**config.mk**
```make
export PLATFORM = sky130hd
export DESIGN_NAME = div_controller_flat
export DESIGN_NICKNAME = d
export VERILOG_FILES = /design/src/rtl/div_controller_pkg.sv /design/src/rtl/div_controller_if.sv /design/src/rtl/div_step.sv /design/src/rtl/div_controller.sv /design/src/flat_wrapper.sv
export SDC_FILE = /design/constraint.sdc
export NUM_CORES = 1
export LEC_CHECK = 0
export ABC_AREA = 1
export CORE_MARGIN = 8
export CORE_UTILIZATION = 35
export CTS_BUF_LIST = sky130_fd_sc_hd__clkbuf_4 sky130_fd_sc_hd__clkbuf_8
export CTS_CLUSTER_SIZE = 30
export DETAILED_ROUTE_END_ITERATION = 16
export GPL_TIMING_DRIVEN = 0
export PLACE_DENSITY = 0.63
export RECOVER_POWER = 50
export SLEW_MARGIN = 10
export SYNTH_ARGS = -nofsm -noshare
export SYNTH_HDL_FRONTEND = slang
export SYNTH_SLANG_ARGS = --single-unit
```
**constraint.sdc**
```tcl
create_clock -name clk -period 3.4 [get_ports clk]
set_clock_uncertainty 0.15 [all_clocks]
set_input_delay 0.51 -clock clk [delete_from_list [all_inputs] [get_ports clk]]
set_output_delay 0.51 -clock clk [all_outputs]
set_load 0.05 [all_outputs]
```
**src/rtl/div_controller_pkg.sv**
```systemverilog
// Shared definitions for the iterative divider: FSM encoding, iteration count
// and the conditional two's-complement helper used for sign handling.
package div_controller_pkg;

    typedef enum logic [1:0] {
        DIV_IDLE = 2'd0,
        DIV_CALC = 2'd1,
        DIV_FIX  = 2'd2,
        DIV_DONE = 2'd3
    } div_state_e;

    localparam int          DIV_ITER   = 32;
    localparam logic [31:0] DIV_ZERO_Q = 32'hFFFF_FFFF;

    // 32-bit negate when en is set; 0x8000_0000 maps onto itself
    function automatic logic [31:0] cneg32(logic [31:0] x, logic en);
        return en ? (~x + 32'd1) : x;
    endfunction

endpackage

```
**src/rtl/div_controller_if.sv**
```systemverilog
// EX-stage divide handshake: operands and control in, {HI,LO} result and completion out.
interface div_controller_if;
    logic [31:0] A;
    logic [31:0] B;
    logic        start;
    logic        sign;
    logic        is_busbusy;
    logic [63:0] P;
    logic        opreat_over;

    modport master (output A, B, start, sign, is_busbusy, input  P, opreat_over);
    modport slave  (input  A, B, start, sign, is_busbusy, output P, opreat_over);
endinterface

```
**src/rtl/div_step.sv**
```systemverilog
// One radix-2 restoring division step: shift the next dividend bit into the
// partial remainder and subtract the divisor if it fits.
module div_step (
    input  logic [31:0] rem,
    input  logic [31:0] quo,
    input  logic [31:0] divisor,
    output logic [31:0] rem_next,
    output logic [31:0] quo_next
);
    logic [32:0] trial;
    logic [32:0] diff;

    // bit 32 of the 33-bit difference is the borrow
    always_comb begin
        trial = {rem, quo[31]};
        diff  = trial - {1'b0, divisor};
        if (!diff[32]) begin
            rem_next = diff[31:0];
            quo_next = {quo[30:0], 1'b1};
        end else begin
            rem_next = trial[31:0];
            quo_next = {quo[30:0], 1'b0};
        end
    end
endmodule

```
**src/rtl/div_controller.sv**
```systemverilog
// DIV/DIVU controller: magnitude divide over 32 restoring steps, then sign fix-up
// into the registered {remainder, quotient} result. Divide-by-zero finishes at once.
module div_controller
    import div_controller_pkg::*;
(
    input  logic            clk,
    input  logic            rst,
    div_controller_if.slave dif
);
    div_state_e  state_q, state_d;
    logic [31:0] rem_q, rem_d;
    logic [31:0] quo_q, quo_d;
    logic [31:0] dvs_q, dvs_d;
    logic [4:0]  cnt_q, cnt_d;
    logic        neg_quo_q, neg_quo_d;
    logic        neg_rem_q, neg_rem_d;
    logic [63:0] p_q, p_d;
    logic [31:0] rem_nxt, quo_nxt;

    div_step u_step (
        .rem      (rem_q),
        .quo      (quo_q),
        .divisor  (dvs_q),
        .rem_next (rem_nxt),
        .quo_next (quo_nxt)
    );

    always_comb begin
        state_d   = state_q;
        rem_d     = rem_q;
        quo_d     = quo_q;
        dvs_d     = dvs_q;
        cnt_d     = cnt_q;
        neg_quo_d = neg_quo_q;
        neg_rem_d = neg_rem_q;
        p_d       = p_q;
        case (state_q)
            DIV_IDLE: begin
                if (dif.start) begin
                    if (dif.B != 32'd0) begin
                        // quotient register doubles as the dividend shifter
                        quo_d     = cneg32(dif.A, dif.sign & dif.A[31]);
                        dvs_d     = cneg32(dif.B, dif.sign & dif.B[31]);
                        neg_quo_d = dif.sign & (dif.A[31] ^ dif.B[31]);
                        neg_rem_d = dif.sign & dif.A[31];
                        rem_d     = 32'd0;
                        cnt_d     = 5'd0;
                        state_d   = DIV_CALC;
                    end else begin
                        p_d     = {dif.A, DIV_ZERO_Q};
                        state_d = DIV_DONE;
                    end
                end
            end
            DIV_CALC: begin
                if (!dif.start) begin
                    state_d = DIV_IDLE;
                end else begin
                    rem_d = rem_nxt;
                    quo_d = quo_nxt;
                    cnt_d = cnt_q + 5'd1;
                    if (cnt_q == 5'(DIV_ITER - 1)) state_d = DIV_FIX;
                end
            end
            DIV_FIX: begin
                if (!dif.start) begin
                    state_d = DIV_IDLE;
                end else begin
                    p_d     = {cneg32(rem_q, neg_rem_q), cneg32(quo_q, neg_quo_q)};
                    state_d = DIV_DONE;
                end
            end
            DIV_DONE: begin
                if (!dif.start || !dif.is_busbusy) state_d = DIV_IDLE;
            end
            default: state_d = DIV_IDLE;
        endcase
    end

    always_ff @(posedge clk or negedge rst) begin
        if (!rst) begin
            state_q   <= DIV_IDLE;
            rem_q     <= '0;
            quo_q     <= '0;
            dvs_q     <= '0;
            cnt_q     <= '0;
            neg_quo_q <= 1'b0;
            neg_rem_q <= 1'b0;
            p_q       <= '0;
        end else begin
            state_q   <= state_d;
            rem_q     <= rem_d;
            quo_q     <= quo_d;
            dvs_q     <= dvs_d;
            cnt_q     <= cnt_d;
            neg_quo_q <= neg_quo_d;
            neg_rem_q <= neg_rem_d;
            p_q       <= p_d;
        end
    end

    assign dif.P           = p_q;
    assign dif.opreat_over = (state_q == DIV_DONE) | ~dif.start;

endmodule

```
**src/flat_wrapper.sv**
```systemverilog
// flat-port wrapper written by rule: the top's interface ports become plain ports
module div_controller_flat import div_controller_pkg::*;
  (clk, rst, dif_A, dif_B, dif_start, dif_sign, dif_is_busbusy, dif_P, dif_opreat_over);
  div_controller_if dif_i ();
  input  logic clk;
  input  logic rst;
  input wire logic [$bits(dif_i.A)-1:0] dif_A;
  input wire logic [$bits(dif_i.B)-1:0] dif_B;
  input wire logic [$bits(dif_i.start)-1:0] dif_start;
  input wire logic [$bits(dif_i.sign)-1:0] dif_sign;
  input wire logic [$bits(dif_i.is_busbusy)-1:0] dif_is_busbusy;
  output wire logic [$bits(dif_i.P)-1:0] dif_P;
  output wire logic [$bits(dif_i.opreat_over)-1:0] dif_opreat_over;
  assign dif_i.A = dif_A;
  assign dif_i.B = dif_B;
  assign dif_i.start = dif_start;
  assign dif_i.sign = dif_sign;
  assign dif_i.is_busbusy = dif_is_busbusy;
  assign dif_P = dif_i.P;
  assign dif_opreat_over = dif_i.opreat_over;
  div_controller u_core (.clk(clk), .rst(rst), .dif(dif_i));
endmodule
```
==> impl_metrics.xml, run 1 <==
<?xml version="1.0" encoding="UTF-8"?>
<metrics>
  <group name="clock_tree">
    <metric name="cts-root-buf" unit="">sky130_fd_sc_hd__clkbuf_8</metric>
    <metric name="postCtsHoldBufs" unit="">1</metric>
    <metric name="cts.sink_count" unit="">169</metric>
    <metric name="insertion_delay" unit="ns">0.50</metric>
    <metric name="postCtsSetupBuffers" unit="">0</metric>
    <metric name="cts_buffers" unit="">17</metric>
    <metric name="cts.path.max_buffers" unit="">2</metric>
    <metric name="cts-htree-levels" unit="">4</metric>
    <metric name="clk_slew_on_worst_s_h_paths" unit="ns">0.10</metric>
    <metric name="cts.repair.resized" unit="">0</metric>
    <metric name="cts_tree" unit="">done</metric>
  </group>
  <group name="setup_path">
    <metric name="crit_path_start_kind" unit="">flop</metric>
    <metric name="worst_path_largest_cell_delay" unit="ns">0.58</metric>
    <metric name="worstPathBufferInverterCount" unit="">3</metric>
    <metric name="timing.critical_path.cells" unit="">inv_1 &gt; fa_1 &gt; inv_1 &gt; nand2_1 &gt; nand2_1 &gt; nand3_1 &gt; nand2_2 &gt; nand2_2 &gt; nand2_2 &gt; nand2_2 &gt; nand3_2 &gt; buf_2 &gt; nand3_1 &gt; nand3_1 &gt; nand2_1</metric>
    <metric name="criticalPathCategory" unit="">flop to flop</metric>
    <metric name="kind_of_end_point_of_the_critical_path" unit="">flop</metric>
    <metric name="crit_path_top_delay_cell" unit="">sky130_fd_sc_hd__fa_1</metric>
    <metric name="crit_top_cell" unit="">sky130_fd_sc_hd__nand2_2</metric>
    <metric name="path_max_fanout" unit="">10</metric>
    <metric name="cp_data_required_time" unit="ns">3.65</metric>
    <metric name="timing.critical_path.max_delay_family" unit="">simple AND/OR/NAND/NOR gates</metric>
    <metric name="worst-endpoint-arrival" unit="ns">3.35</metric>
  </group>
  <group name="detailed_routing">
    <metric name="route.final.wire_length" unit="mm">52.6</metric>
    <metric name="dr.pass1.iters" unit="">5</metric>
    <metric name="drtAntennaViolNets" unit="">0</metric>
    <metric name="routed_via_density" unit="">5.11</metric>
    <metric name="overall_via_count_from_detail_route" unit="">14500</metric>
    <metric name="detail_route.wl_per_cell" unit="um">18.5</metric>
    <metric name="remaining_drc_errors" unit="">0</metric>
    <metric name="detail_route.iter0.violations" unit="">1176</metric>
  </group>
  <group name="job">
    <metric name="max-cap-violations" unit="">0</metric>
  </group>
  <group name="finish">
    <metric name="layout.nets" unit="">2422</metric>
    <metric name="post-route-cell-area" unit="sq um">15900</metric>
    <metric name="final_layout_size_suffix_gt1_share" unit="%">5.29</metric>
    <metric name="antenna_cells_inserted" unit="">0</metric>
    <metric name="area.growth.synth_to_final" unit="%">17.4</metric>
  </group>
  <group name="synthesis">
    <metric name="synth_ff_type" unit="">sky130_fd_sc_hd__dfrtp_1</metric>
    <metric name="netlist_instances" unit="">2160</metric>
    <metric name="synth_top_area_share" unit="%">31.2</metric>
    <metric name="syn_area" unit="sq um">13600</metric>
    <metric name="synth.net_count" unit="">2268</metric>
    <metric name="synth_largest_area_cell" unit="">sky130_fd_sc_hd__dfrtp_1</metric>
    <metric name="largest_cells_by_area_after_synthesis" unit="">sky130_fd_sc_hd__dfrtp_1 (31%), sky130_fd_sc_hd__nand2_1 (20%), sky130_fd_sc_hd__nand3_1 (8.4%)</metric>
    <metric name="synth-seq-area-share" unit="%">31.2</metric>
    <metric name="post_synthesis_sequential_element_count" unit="">169</metric>
    <metric name="postSynthAreaPerCell" unit="sq um">6.27</metric>
    <metric name="yosysWarningCount" unit="">0</metric>
    <metric name="synth_edf_count" unit="">0</metric>
    <metric name="yosys.cell_types.count" unit="">48</metric>
    <metric name="postSynth.asyncResetShare" unit="%">100</metric>
  </group>
  <group name="timing">
    <metric name="maxSlewHeadroom" unit="%">5.09</metric>
    <metric name="min_period" unit="ns">3.10</metric>
    <metric name="setup_viol_count_final" unit="">0</metric>
    <metric name="post-route-period-util" unit="%">91.1</metric>
    <metric name="timing_hold_violations_final" unit="">0</metric>
    <metric name="rsz0062_at_grt" unit="">no</metric>
    <metric name="max_slew_violation_count" unit="">0</metric>
    <metric name="worst_slew_pin_slew" unit="ns">1.42</metric>
    <metric name="max_freq" unit="MHz">323</metric>
  </group>
  <group name="global_routing">
    <metric name="overflow" unit="">0</metric>
    <metric name="grt_pass1_wl" unit="mm">80.7</metric>
    <metric name="via_count_of_the_first_global_routing_pass" unit="">13900</metric>
    <metric name="grt_usage" unit="%">23.4</metric>
    <metric name="grt_start_max_net_pins" unit="">104</metric>
    <metric name="antenna_found_initial" unit="">0</metric>
  </group>
  <group name="place">
    <metric name="portBuffers" unit="">133</metric>
    <metric name="post_dp_cell_area" unit="sq um">15600</metric>
    <metric name="detailed_place_hpwl" unit="mm">43.4</metric>
    <metric name="globalplace.congestion" unit="">0.950</metric>
  </group>
  <group name="floorplan">
    <metric name="die_h" unit="um">213</metric>
    <metric name="chipWidth" unit="um">213</metric>
    <metric name="num_rows" unit="">72</metric>
    <metric name="die_area" unit="sq um">45300</metric>
    <metric name="floorplan.core_area" unit="sq um">38500</metric>
    <metric name="ios" unit="">134</metric>
    <metric name="start_util" unit="%">35.2</metric>
  </group>
  <group name="hold_path">
    <metric name="min_path_type" unit="">flop to flop</metric>
  </group>
  <group name="power_and_ir_drop">
    <metric name="p_leak" unit="nW">8.17</metric>
    <metric name="max-vdd-ir-drop" unit="mV">0.438</metric>
    <metric name="p_total" unit="mW">18.4</metric>
    <metric name="p_per_area" unit="nW/um^2">1150</metric>
  </group>
  <group name="outcome">
    <metric name="status" unit="">completed</metric>
  </group>
</metrics>
==> final timing paths <==
check                           slack, ns              from  depth (start not counted)                to
max in group asynchronous            0.54               rst                          3  u_core.rem_q[13]
min in group asynchronous            0.76               rst                          2  u_core.dif.P[11]
worst max register to register       0.30   u_core.rem_q[0]                         15  u_core.rem_q[28]
worst min-delay path                 0.33  u_core.dif.P[25]                          2  u_core.dif.P[25]
worst min register to register       0.33  u_core.dif.P[25]                          2  u_core.dif.P[25]
worst max-delay path                 0.30   u_core.rem_q[0]                         15  u_core.rem_q[28]
==> synthesized netlist by cell type (5+ instances only) <==
| library cell | number |
|---|---|
| sky130_fd_sc_hd__nand2_1 | 729 |
| sky130_fd_sc_hd__inv_1 | 302 |
| sky130_fd_sc_hd__nand3_1 | 227 |
| sky130_fd_sc_hd__nor2_1 | 175 |
| sky130_fd_sc_hd__dfrtp_1 | 169 |
| sky130_fd_sc_hd__o21ai_0 | 111 |
| sky130_fd_sc_hd__a21oi_1 | 72 |
| sky130_fd_sc_hd__xor2_1 | 46 |
| sky130_fd_sc_hd__ha_1 | 38 |
| sky130_fd_sc_hd__clkbuf_1 | 31 |
| sky130_fd_sc_hd__buf_2 | 27 |
| sky130_fd_sc_hd__nand4_1 | 26 |
| sky130_fd_sc_hd__nor3_1 | 25 |
| sky130_fd_sc_hd__nand2_2 | 20 |
| sky130_fd_sc_hd__o21ai_1 | 20 |
| sky130_fd_sc_hd__xnor2_1 | 17 |
| sky130_fd_sc_hd__o211ai_1 | 13 |
| sky130_fd_sc_hd__o221ai_1 | 12 |
| sky130_fd_sc_hd__nor2_2 | 11 |
| sky130_fd_sc_hd__or2_2 | 9 |
| sky130_fd_sc_hd__a22oi_1 | 8 |
| sky130_fd_sc_hd__buf_6 | 7 |
| sky130_fd_sc_hd__inv_2 | 6 |
| sky130_fd_sc_hd__o21bai_1 | 6 |
| sky130_fd_sc_hd__a21oi_2 | 5 |
| sky130_fd_sc_hd__o21a_1 | 5 |
==> placed cells by master, fill, tap and decap left out, drive strengths merged, types with 4 or more instances in the layout <==
cell           count
clkbuf            51
o211ai            13
xnor2             17
or2               11
dlygate4sd3       29
o221ai            12
a21oi             78
and2               4
dfrtp            169
a22oi              8
o21a               5
nor2             186
nand3            230
o21ai            132
inv              314
xor2              46
nor3              26
nand4             26
nand2            750
nand3b             4
o31ai              4
o21bai             6
clkinv             5
buf               37
ha                38
clkdlybuf4s50    104
==> per-stage QoR <==
stage | setup slack [ns] | cells | hold WS (ns) | utilization (%) | TNS [ns]
3_3_place_gp | -5.46 | 2811 | 0.314 | 40.4 | -919.65
6_report | 0.303 | 2844 | 0.332 | 41.4 | 0
4_1_cts | 0.352 | 2844 | 0.342 | 41.5 | 0
2_1_floorplan | 1.11 | 2160 | 0.0644 | - | 0
5_1_grt | 0.0955 | 2844 | 0.357 | 41.4 | 0
3_5_place_dp | 0.353 | 2812 | 0.315 | 40.5 | 0
==> flip-flops by register name, summed over array words and instances, names as in the netlist <==
| signal | cells |
|---|---|
| u_core.cnt_q | 5 |
| u_core.quo_q | 32 |
| u_core.neg_rem_q | 1 |
| u_core.rem_q | 32 |
| u_core.dvs_q | 32 |
| u_core.state_q | 2 |
| u_core.dif.P | 64 |
| u_core.neg_quo_q | 1 |
==> layout make-up <==
type | count | area (sq um)
multi-input combinational | 1613 | 7810
tap | 518 | 648
buffer | 69 | 352
fill | 4195 | 22600
clock buffer | 17 | 234
sequential | 169 | 4230
clock inverter | 14 | 138
inverter | 309 | 1160
timing repair buffer | 135 | 1350
==> cells by family (layout without fill, tap and decap cells) <==
| logic type | after synthesis | count (layout) | share of synthesized area, % |
|---|---|---|---|
| and+or+nand+nor | 1241 | 1241 | 38.5 |
| buffers and inverters | 378 | 544 | 11.2 |
| AOI/OAI and AO/OA | 269 | 269 | 11.4 |
| DFF | 169 | 169 | 31.2 |
| xor gates and xnor gates | 63 | 63 | 4.07 |
| adders and majority gates | 39 | 39 | 3.66 |
| muxes | 1 | 1 | 0.0739 |
==> worst reg2reg max path, cell delays in order (launching register included) <==
cell                      delay [ns]
sky130_fd_sc_hd__dfrtp_1        0.54
sky130_fd_sc_hd__inv_1          0.29
sky130_fd_sc_hd__fa_1           0.58
sky130_fd_sc_hd__inv_1          0.13
sky130_fd_sc_hd__nand2_1        0.06
sky130_fd_sc_hd__nand2_1        0.07
sky130_fd_sc_hd__nand3_1        0.09
sky130_fd_sc_hd__nand2_2        0.14
sky130_fd_sc_hd__nand2_2        0.06
sky130_fd_sc_hd__nand2_2        0.09
sky130_fd_sc_hd__nand2_2        0.09
sky130_fd_sc_hd__nand3_2        0.12
sky130_fd_sc_hd__buf_2          0.25
sky130_fd_sc_hd__nand3_1        0.16
sky130_fd_sc_hd__nand3_1        0.12
sky130_fd_sc_hd__nand2_1        0.06
==> report_power, final <==
| part | switching, mW | leakage, nW | internal [mW] | total, mW |
|---|---|---|---|---|
| logic | 8.93 | 5.88 | 4.11 | 13.0 |
| registers | 0.939 | 2.10 | 2.94 | 3.87 |
| clock network | 0.865 | 0.183 | 0.593 | 1.46 |
| total | 10.7 | 8.17 | 7.64 | 18.4 |
==> layer usage <==
layer	share of wire, %	global-route usage, %
met1	45	31.9
met2	44	36.4
met3	6.9	3.68
met4	4.1	9.95
met5	0	0
No activity file was read; power rests on OpenSTA's default activity.
==> run 2: changes to the inputs <==
==> constraint.sdc (replaced) <==
create_clock -name clk -period 3.5 [get_ports clk]
set_clock_uncertainty 0.15 [all_clocks]
set_input_delay 0.525 -clock clk [delete_from_list [all_inputs] [get_ports clk]]
set_output_delay 0.525 -clock clk [all_outputs]
set_load 0.05 [all_outputs]
==> impl_metrics.xml, run 2 (same netlist as run 1, synthesis figures left out) <==
<?xml version="1.0" encoding="UTF-8"?>
<metrics>
  <group name="clock_tree">
    <metric name="postCtsSetupBuffers" unit="">0</metric>
    <metric name="cts_buffers" unit="">17</metric>
    <metric name="clk_slew_on_worst_s_h_paths" unit="ns">0.10</metric>
    <metric name="cts_tree" unit="">done</metric>
    <metric name="cts.sink_count" unit="">169</metric>
    <metric name="cts-root-buf" unit="">sky130_fd_sc_hd__clkbuf_8</metric>
    <metric name="cts.repair.resized" unit="">0</metric>
    <metric name="insertion_delay" unit="ns">0.50</metric>
    <metric name="cts-htree-levels" unit="">4</metric>
    <metric name="cts.path.max_buffers" unit="">2</metric>
    <metric name="postCtsHoldBufs" unit="">1</metric>
  </group>
  <group name="detailed_routing">
    <metric name="drtAntennaViolNets" unit="">0</metric>
    <metric name="detail_route.iter0.violations" unit="">1126</metric>
    <metric name="dr.pass1.iters" unit="">5</metric>
    <metric name="detail_route.wl_per_cell" unit="um">18.5</metric>
    <metric name="route.final.wire_length" unit="mm">52.6</metric>
    <metric name="routed_via_density" unit="">5.12</metric>
    <metric name="m1WireLength" unit="mm">23.9</metric>
    <metric name="met3_length" unit="mm">3.74</metric>
    <metric name="remaining_drc_errors" unit="">0</metric>
    <metric name="overall_via_count_from_detail_route" unit="">14600</metric>
    <metric name="top_layer_used" unit="">met4</metric>
    <metric name="dr_wl_met2" unit="mm">22.9</metric>
  </group>
  <group name="setup_path">
    <metric name="worst-endpoint-arrival" unit="ns">3.30</metric>
    <metric name="timing.critical_path.cells" unit="">inv_1 &gt; fa_1 &gt; inv_1 &gt; nand2_1 &gt; nand2_1 &gt; nand3_1 &gt; nand2_2 &gt; nand2_2 &gt; nand2_2 &gt; nand2_2 &gt; nand3_2 &gt; buf_2 &gt; nand3_1 &gt; nand3_1 &gt; nand2_1</metric>
    <metric name="worst_path_largest_cell_delay" unit="ns">0.57</metric>
    <metric name="startpoint" unit="">u_core.rem_q[0]</metric>
    <metric name="crit_path_top_delay_cell" unit="">sky130_fd_sc_hd__fa_1</metric>
    <metric name="crit_top_cell" unit="">sky130_fd_sc_hd__nand2_2</metric>
    <metric name="kind_of_end_point_of_the_critical_path" unit="">flop</metric>
    <metric name="path_max_fanout" unit="">10</metric>
    <metric name="crit_path_start_kind" unit="">flop</metric>
    <metric name="criticalPathCategory" unit="">flop to flop</metric>
    <metric name="cp_data_required_time" unit="ns">3.74</metric>
    <metric name="reg2reg_from" unit="">u_core.rem_q[0]</metric>
  </group>
  <group name="finish">
    <metric name="area.sequential" unit="sq um">4230</metric>
    <metric name="largest_reg_flops" unit="">64</metric>
    <metric name="layout.nets" unit="">2422</metric>
    <metric name="fill_cells" unit="">4193</metric>
    <metric name="area.growth.synth_to_final" unit="%">17.6</metric>
    <metric name="final_layout_size_suffix_gt1_share" unit="%">5.29</metric>
    <metric name="commonest_non_fill_non_tap_cell_in_the_layout" unit="">sky130_fd_sc_hd__nand2_1</metric>
    <metric name="antenna_cells_inserted" unit="">0</metric>
    <metric name="multi_input_area" unit="sq um">7810</metric>
    <metric name="final_cell_mix" unit="">sky130_fd_sc_hd__nand2_1 (729), sky130_fd_sc_hd__inv_1 (303), sky130_fd_sc_hd__nand3_1 (227), sky130_fd_sc_hd__nor2_1 (176), sky130_fd_sc_hd__dfrtp_1 (169)</metric>
  </group>
  <group name="timing">
    <metric name="max_freq" unit="MHz">327</metric>
    <metric name="rsz0062_at_grt" unit="">no</metric>
    <metric name="worst_slew_pin_slew" unit="ns">2.34</metric>
    <metric name="holdWs" unit="ns">0.332</metric>
    <metric name="maxSlewHeadroom" unit="%">-56.3</metric>
    <metric name="setup_viol_count_final" unit="">0</metric>
    <metric name="max_slew_violation_count" unit="">103</metric>
    <metric name="setup-tns-final" unit="ns">0</metric>
    <metric name="post-route-period-util" unit="%">87.4</metric>
    <metric name="min_period" unit="ns">3.06</metric>
    <metric name="timing_hold_violations_final" unit="">0</metric>
  </group>
  <group name="power_and_ir_drop">
    <metric name="switchingPower" unit="mW">10.4</metric>
    <metric name="seq_power_share" unit="%">21.1</metric>
    <metric name="max-vdd-ir-drop" unit="mV">0.427</metric>
    <metric name="share_clk_of_total_power" unit="%">7.9</metric>
    <metric name="internal_power" unit="mW">7.42</metric>
    <metric name="share_comb_of_total_power" unit="%">71.0</metric>
    <metric name="switching_share" unit="%">58.4</metric>
    <metric name="p_leak" unit="nW">8.17</metric>
    <metric name="p_per_area" unit="nW/um^2">1120</metric>
    <metric name="p_total" unit="mW">17.8</metric>
  </group>
  <group name="outcome">
    <metric name="status" unit="">complete, but fails checks</metric>
    <metric name="failed_checks" unit="">capacitance limit, slew limit</metric>
  </group>
  <group name="global_routing">
    <metric name="grt_pass1_wl" unit="mm">80.7</metric>
    <metric name="grt_usage" unit="%">23.4</metric>
    <metric name="via_count_of_the_first_global_routing_pass" unit="">13900</metric>
    <metric name="antenna_found_initial" unit="">0</metric>
    <metric name="overflow" unit="">0</metric>
    <metric name="grt_start_max_net_pins" unit="">104</metric>
  </group>
  <group name="floorplan">
    <metric name="start_util" unit="%">35.2</metric>
    <metric name="num_rows" unit="">72</metric>
    <metric name="die_h" unit="um">213</metric>
    <metric name="floorplan.core_area" unit="sq um">38500</metric>
    <metric name="die_area" unit="sq um">45300</metric>
    <metric name="chipWidth" unit="um">213</metric>
    <metric name="ios" unit="">134</metric>
  </group>
  <group name="place">
    <metric name="portBuffers" unit="">133</metric>
    <metric name="detailed_place_hpwl" unit="mm">43.4</metric>
    <metric name="globalplace.congestion" unit="">0.950</metric>
  </group>
  <group name="job">
    <metric name="max-cap-violations" unit="">1</metric>
  </group>
  <group name="hold_path">
    <metric name="min_path_type" unit="">flop to flop</metric>
    <metric name="hp-start" unit="">u_core.dif.P[25]</metric>
  </group>
</metrics>
-- run 2: changes by cell type in the layout (fill, tap and decap cells not counted), sizes merged --
cell and delta:
buf +2, clkbuf -2
-- run 2: final timing paths --
kind	to	slack [ns]	depth (start not counted)
worst max-delay path	u_core.rem_q[28]	0.44	15
worst min-delay path	u_core.dif.P[25]	0.33	2
worst max register to register	u_core.rem_q[28]	0.44	15
worst min register to register	u_core.dif.P[25]	0.33	2
max in group asynchronous	u_core.dvs_q[25]	0.68	2
min in group asynchronous	u_core.dif.P[11]	1.15	2
-- run 2: routing by layer --
layer  vias up  global-route usage [%]
met3        95                    3.68
met2       542                    36.4
li1       7169                       -
met5         -                       0
met4         0                    9.95
met1      6766                    31.9
-- run 2: area by class of cell --
| cell class | count | share of cell area (%) |
|---|---|---|
| multi-input cells | 1613 | 49.0 |
| repair buffers | 135 | 8.56 |
| plain buffers | 69 | 2.21 |
| well taps | 518 | 4.07 |
| inverters | 309 | 7.28 |
| clock inverters | 14 | 0.864 |
| clock buffers | 17 | 1.47 |
| flip-flops and latches | 169 | 26.5 |
-- run 2: worst max-delay path, delay by kind of cell, from the launching register on --
| family | cells | cell delay (ns) |
|---|---|---|
| flip-flops | 1 | 0.52 |
| buffers and inverters | 3 | 0.66 |
| AND/OR/NAND/NOR | 11 | 1.05 |
| adder cells (fa/ha/maj) | 1 | 0.57 |
-- run 2: power groups by stage --
| stage | Combinational (mW) | Sequential (mW) | Clock (mW) |
|---|---|---|---|
| floorplan | 7.72 | 4.70 | 0 |
| global placement | 12.5 | 3.77 | 0 |
| detailed placement | 12.6 | 3.79 | 0 |
| CTS | 12.6 | 3.75 | 1.44 |
| global route | 14.1 | 3.88 | 1.51 |
| finish | 12.7 | 3.77 | 1.41 |
-- run 2: stage by stage --
| stage | setup WS [ns] | cell area, sq um | utilization [%] | instances |
|---|---|---|---|---|
| floorplan | 1.21 | 13600 | - | 2160 |
| global placement | -5.38 | 15500 | 40.4 | 2811 |
| detailed placement | 0.438 | 15600 | 40.5 | 2812 |
| CTS | 0.452 | 15900 | 41.5 | 2844 |
| global route | 0.159 | 15900 | 41.4 | 2844 |
| finish | 0.440 | 15900 | 41.4 | 2844 |
==> run 3: changes to the inputs <==
--- a/config.mk
+++ b/config.mk
@@ -12,7 +12,7 @@
 export CTS_CLUSTER_SIZE = 30
 export DETAILED_ROUTE_END_ITERATION = 16
 export GPL_TIMING_DRIVEN = 0
-export PLACE_DENSITY = 0.63
+export PLACE_DENSITY = 0.52
 export RECOVER_POWER = 50
 export SLEW_MARGIN = 10
 export SYNTH_ARGS = -nofsm -noshare
==> impl_metrics.xml, run 3 (same netlist as run 1, synthesis figures left out) <==
<?xml version="1.0" encoding="UTF-8"?>
<metrics>
  <group name="power_and_ir_drop">
    <metric name="p_leak" unit="nW">8.18</metric>
    <metric name="share_clk_of_total_power" unit="%">7.9</metric>
    <metric name="internal_power" unit="mW">7.38</metric>
    <metric name="switchingPower" unit="mW">10.4</metric>
    <metric name="seq_power_share" unit="%">21.2</metric>
    <metric name="share_comb_of_total_power" unit="%">70.9</metric>
    <metric name="max-vdd-ir-drop" unit="mV">0.434</metric>
    <metric name="p_per_area" unit="nW/um^2">1120</metric>
    <metric name="switching_share" unit="%">58.6</metric>
  </group>
  <group name="finish">
    <metric name="fill_cells" unit="">4227</metric>
    <metric name="finalCoreUtilization" unit="%">41.4</metric>
    <metric name="layout.nets" unit="">2422</metric>
    <metric name="multi_input_area" unit="sq um">7810</metric>
    <metric name="area.sequential" unit="sq um">4230</metric>
    <metric name="post-route-cell-area" unit="sq um">15900</metric>
    <metric name="final_cell_mix" unit="">sky130_fd_sc_hd__nand2_1 (730), sky130_fd_sc_hd__inv_1 (303), sky130_fd_sc_hd__nand3_1 (227), sky130_fd_sc_hd__nor2_1 (176), sky130_fd_sc_hd__dfrtp_1 (169)</metric>
    <metric name="area.growth.synth_to_final" unit="%">17.6</metric>
    <metric name="final_layout_size_suffix_gt1_share" unit="%">5.20</metric>
    <metric name="largest_reg_flops" unit="">64</metric>
    <metric name="antenna_cells_inserted" unit="">0</metric>
    <metric name="commonest_non_fill_non_tap_cell_in_the_layout" unit="">sky130_fd_sc_hd__nand2_1</metric>
  </group>
  <group name="clock_tree">
    <metric name="postCtsSetupBuffers" unit="">0</metric>
    <metric name="cts.repair.resized" unit="">0</metric>
    <metric name="cts.path.max_buffers" unit="">2</metric>
    <metric name="cts_buffers" unit="">17</metric>
    <metric name="cts.sink_count" unit="">169</metric>
    <metric name="insertion_delay" unit="ns">0.50</metric>
    <metric name="clk_slew_on_worst_s_h_paths" unit="ns">0.10</metric>
    <metric name="cts-htree-levels" unit="">4</metric>
    <metric name="cts-root-buf" unit="">sky130_fd_sc_hd__clkbuf_8</metric>
    <metric name="cts_tree" unit="">done</metric>
    <metric name="postCtsHoldBufs" unit="">1</metric>
  </group>
  <group name="place">
    <metric name="portBuffers" unit="">133</metric>
    <metric name="detailed_place_hpwl" unit="mm">45.2</metric>
    <metric name="post_dp_cell_area" unit="sq um">15600</metric>
    <metric name="globalplace.congestion" unit="">0.943</metric>
  </group>
  <group name="setup_path">
    <metric name="kind_of_end_point_of_the_critical_path" unit="">flop</metric>
    <metric name="startpoint" unit="">u_core.rem_q[0]</metric>
    <metric name="crit_top_cell" unit="">sky130_fd_sc_hd__nand2_2</metric>
    <metric name="worstPathBufferInverterCount" unit="">3</metric>
    <metric name="timing.critical_path.cells" unit="">inv_1 &gt; fa_1 &gt; inv_1 &gt; nand2_1 &gt; nand2_1 &gt; nand3_1 &gt; nand2_2 &gt; nand2_2 &gt; nand2_2 &gt; nand2_2 &gt; nand3_2 &gt; buf_2 &gt; nand3_1 &gt; nand3_1 &gt; nand2_1</metric>
    <metric name="path_max_fanout" unit="">10</metric>
    <metric name="reg2reg_from" unit="">u_core.rem_q[0]</metric>
    <metric name="crit_path_start_kind" unit="">flop</metric>
    <metric name="rr_worst_depth" unit="">15</metric>
    <metric name="worst_path_largest_cell_delay" unit="ns">0.58</metric>
    <metric name="worst-endpoint-arrival" unit="ns">3.42</metric>
    <metric name="timing.critical_path.max_delay_family" unit="">simple AND/OR/NAND/NOR gates</metric>
    <metric name="count_of_cell_instances_traversed_by_the_critical_path" unit="">15</metric>
    <metric name="setup.worst_path.end" unit="">u_core.rem_q[30]</metric>
    <metric name="cp_data_required_time" unit="ns">3.75</metric>
    <metric name="ff2ff_setup_slack" unit="ns">0.32</metric>
    <metric name="criticalPathCategory" unit="">flop to flop</metric>
    <metric name="crit_path_top_delay_cell" unit="">sky130_fd_sc_hd__fa_1</metric>
    <metric name="regToRegEndpoint" unit="">u_core.rem_q[30]</metric>
  </group>
  <group name="detailed_routing">
    <metric name="remaining_drc_errors" unit="">0</metric>
    <metric name="routed_via_density" unit="">5.01</metric>
    <metric name="dr.pass1.iters" unit="">5</metric>
    <metric name="overall_via_count_from_detail_route" unit="">14200</metric>
    <metric name="detail_route.iter0.violations" unit="">912</metric>
    <metric name="drtAntennaViolNets" unit="">0</metric>
    <metric name="route.final.wire_length" unit="mm">54.5</metric>
    <metric name="detail_route.wl_per_cell" unit="um">19.1</metric>
  </group>
  <group name="outcome">
    <metric name="failed_checks" unit="">capacitance limit, slew limit</metric>
    <metric name="status" unit="">complete, but fails checks</metric>
  </group>
  <group name="global_routing">
    <metric name="antenna_found_initial" unit="">0</metric>
    <metric name="grt_start_max_net_pins" unit="">93</metric>
    <metric name="grt_pass1_wl" unit="mm">82.0</metric>
    <metric name="grt_usage" unit="%">24.1</metric>
    <metric name="via_count_of_the_first_global_routing_pass" unit="">13600</metric>
    <metric name="overflow" unit="">0</metric>
  </group>
  <group name="timing">
    <metric name="post-route-period-util" unit="%">90.8</metric>
    <metric name="maxSlewHeadroom" unit="%">-38.4</metric>
    <metric name="min_period" unit="ns">3.18</metric>
    <metric name="max_freq" unit="MHz">315</metric>
    <metric name="timing_hold_violations_final" unit="">0</metric>
    <metric name="setup-tns-final" unit="ns">0</metric>
    <metric name="max_slew_violation_count" unit="">78</metric>
    <metric name="setup_viol_count_final" unit="">0</metric>
    <metric name="holdWs" unit="ns">0.330</metric>
    <metric name="worst_slew_pin_slew" unit="ns">2.08</metric>
    <metric name="rsz0062_at_grt" unit="">no</metric>
  </group>
  <group name="floorplan">
    <metric name="die_area" unit="sq um">45300</metric>
    <metric name="die_h" unit="um">213</metric>
    <metric name="ios" unit="">134</metric>
    <metric name="start_util" unit="%">35.2</metric>
    <metric name="num_rows" unit="">72</metric>
    <metric name="chipWidth" unit="um">213</metric>
    <metric name="floorplan.core_area" unit="sq um">38500</metric>
  </group>
  <group name="hold_path">
    <metric name="min_path_type" unit="">flop to flop</metric>
  </group>
  <group name="job">
    <metric name="max-cap-violations" unit="">1</metric>
  </group>
</metrics>
run 3: changes by cell type in the layout (fill, tap and decap cells not counted), moves of 2 or more:
| cell | delta |
|---|---|
| sky130_fd_sc_hd__buf_2 | -2 |
| sky130_fd_sc_hd__clkdlybuf4s50_1 | +3 |
| sky130_fd_sc_hd__clkinv_4 | +2 |
| sky130_fd_sc_hd__clkinv_8 | +2 |
| sky130_fd_sc_hd__clkinvlp_4 | -3 |
| sky130_fd_sc_hd__dlygate4sd3_1 | -3 |
| sky130_fd_sc_hd__inv_6 | -2 |
| sky130_fd_sc_hd__inv_8 | +3 |
run 3: worst min path at each step:
| stage | startpoint | endpoint | slack, ns | cells past startpoint |
|---|---|---|---|---|
| 6_report | u_core.dif.P[37] | u_core.dif.P[37] | 0.33 | 2 |
| 5_1_grt | u_core.dif.P[37] | u_core.dif.P[37] | 0.35 | 2 |
| 4_1_cts | u_core.dif.P[14] | u_core.dif.P[14] | 0.34 | 2 |
| 3_5_place_dp | u_core.dif.P[14] | u_core.dif.P[14] | 0.31 | 2 |
| 3_3_place_gp | u_core.dif.P[25] | u_core.dif.P[25] | 0.32 | 2 |
| 2_1_floorplan | rst | u_core.cnt_q[0] | 0.08 | 0 |
run 3: cell type report:
| class | instances | share of cell area, % |
|---|---|---|
| flip-flops and latches | 169 | 26.5 |
| plain buffers | 69 | 2.20 |
| repair buffers | 135 | 8.55 |
| well taps | 518 | 4.07 |
| inverters | 309 | 7.28 |
| clock inverters | 15 | 0.950 |
| clock buffers | 17 | 1.47 |
| multi-input cells | 1613 | 49.0 |
run 3: routing by layer:
| layer | track usage (%) | vias to the layer above | wire, um |
|---|---|---|---|
| li1 | - | 7173 | - |
| met1 | 32.1 | 6619 | 25200 |
| met2 | 38.9 | 376 | 24600 |
| met3 | 3.46 | 76 | 2620 |
| met4 | 9.54 | 0 | 2030 |
| met5 | 0 | - | 0 |
run 3: worst register-to-register path, delay by kind of cell, from the launching register on:
family                     cells  cell delay [ns]
and+or+nand+nor               11             1.15
buffers and inverters          3             0.68
adders and majority gates      1             0.58
DFF                            1             0.53
run 3: power groups by stage:
stage	registers [mW]	clock network (mW)	logic, mW
final	3.77	1.41	12.6
after global routing	3.88	1.51	14.2
after CTS	3.75	1.45	12.7
after detailed placement	3.79	0	12.6
after global placement	3.78	0	12.6
after floorplan	4.70	0	7.72
run 3: through the flow:
step | std cells | setup WS [ns] | power, mW
floorplan | 2160 | 1.21 | 12.4
global placement | 2811 | -5.68 | 16.4
detailed placement | 2812 | 0.294 | 16.4
CTS | 2845 | 0.278 | 17.9
global route | 2845 | 0.142 | 19.6
finish | 2845 | 0.324 | 17.8
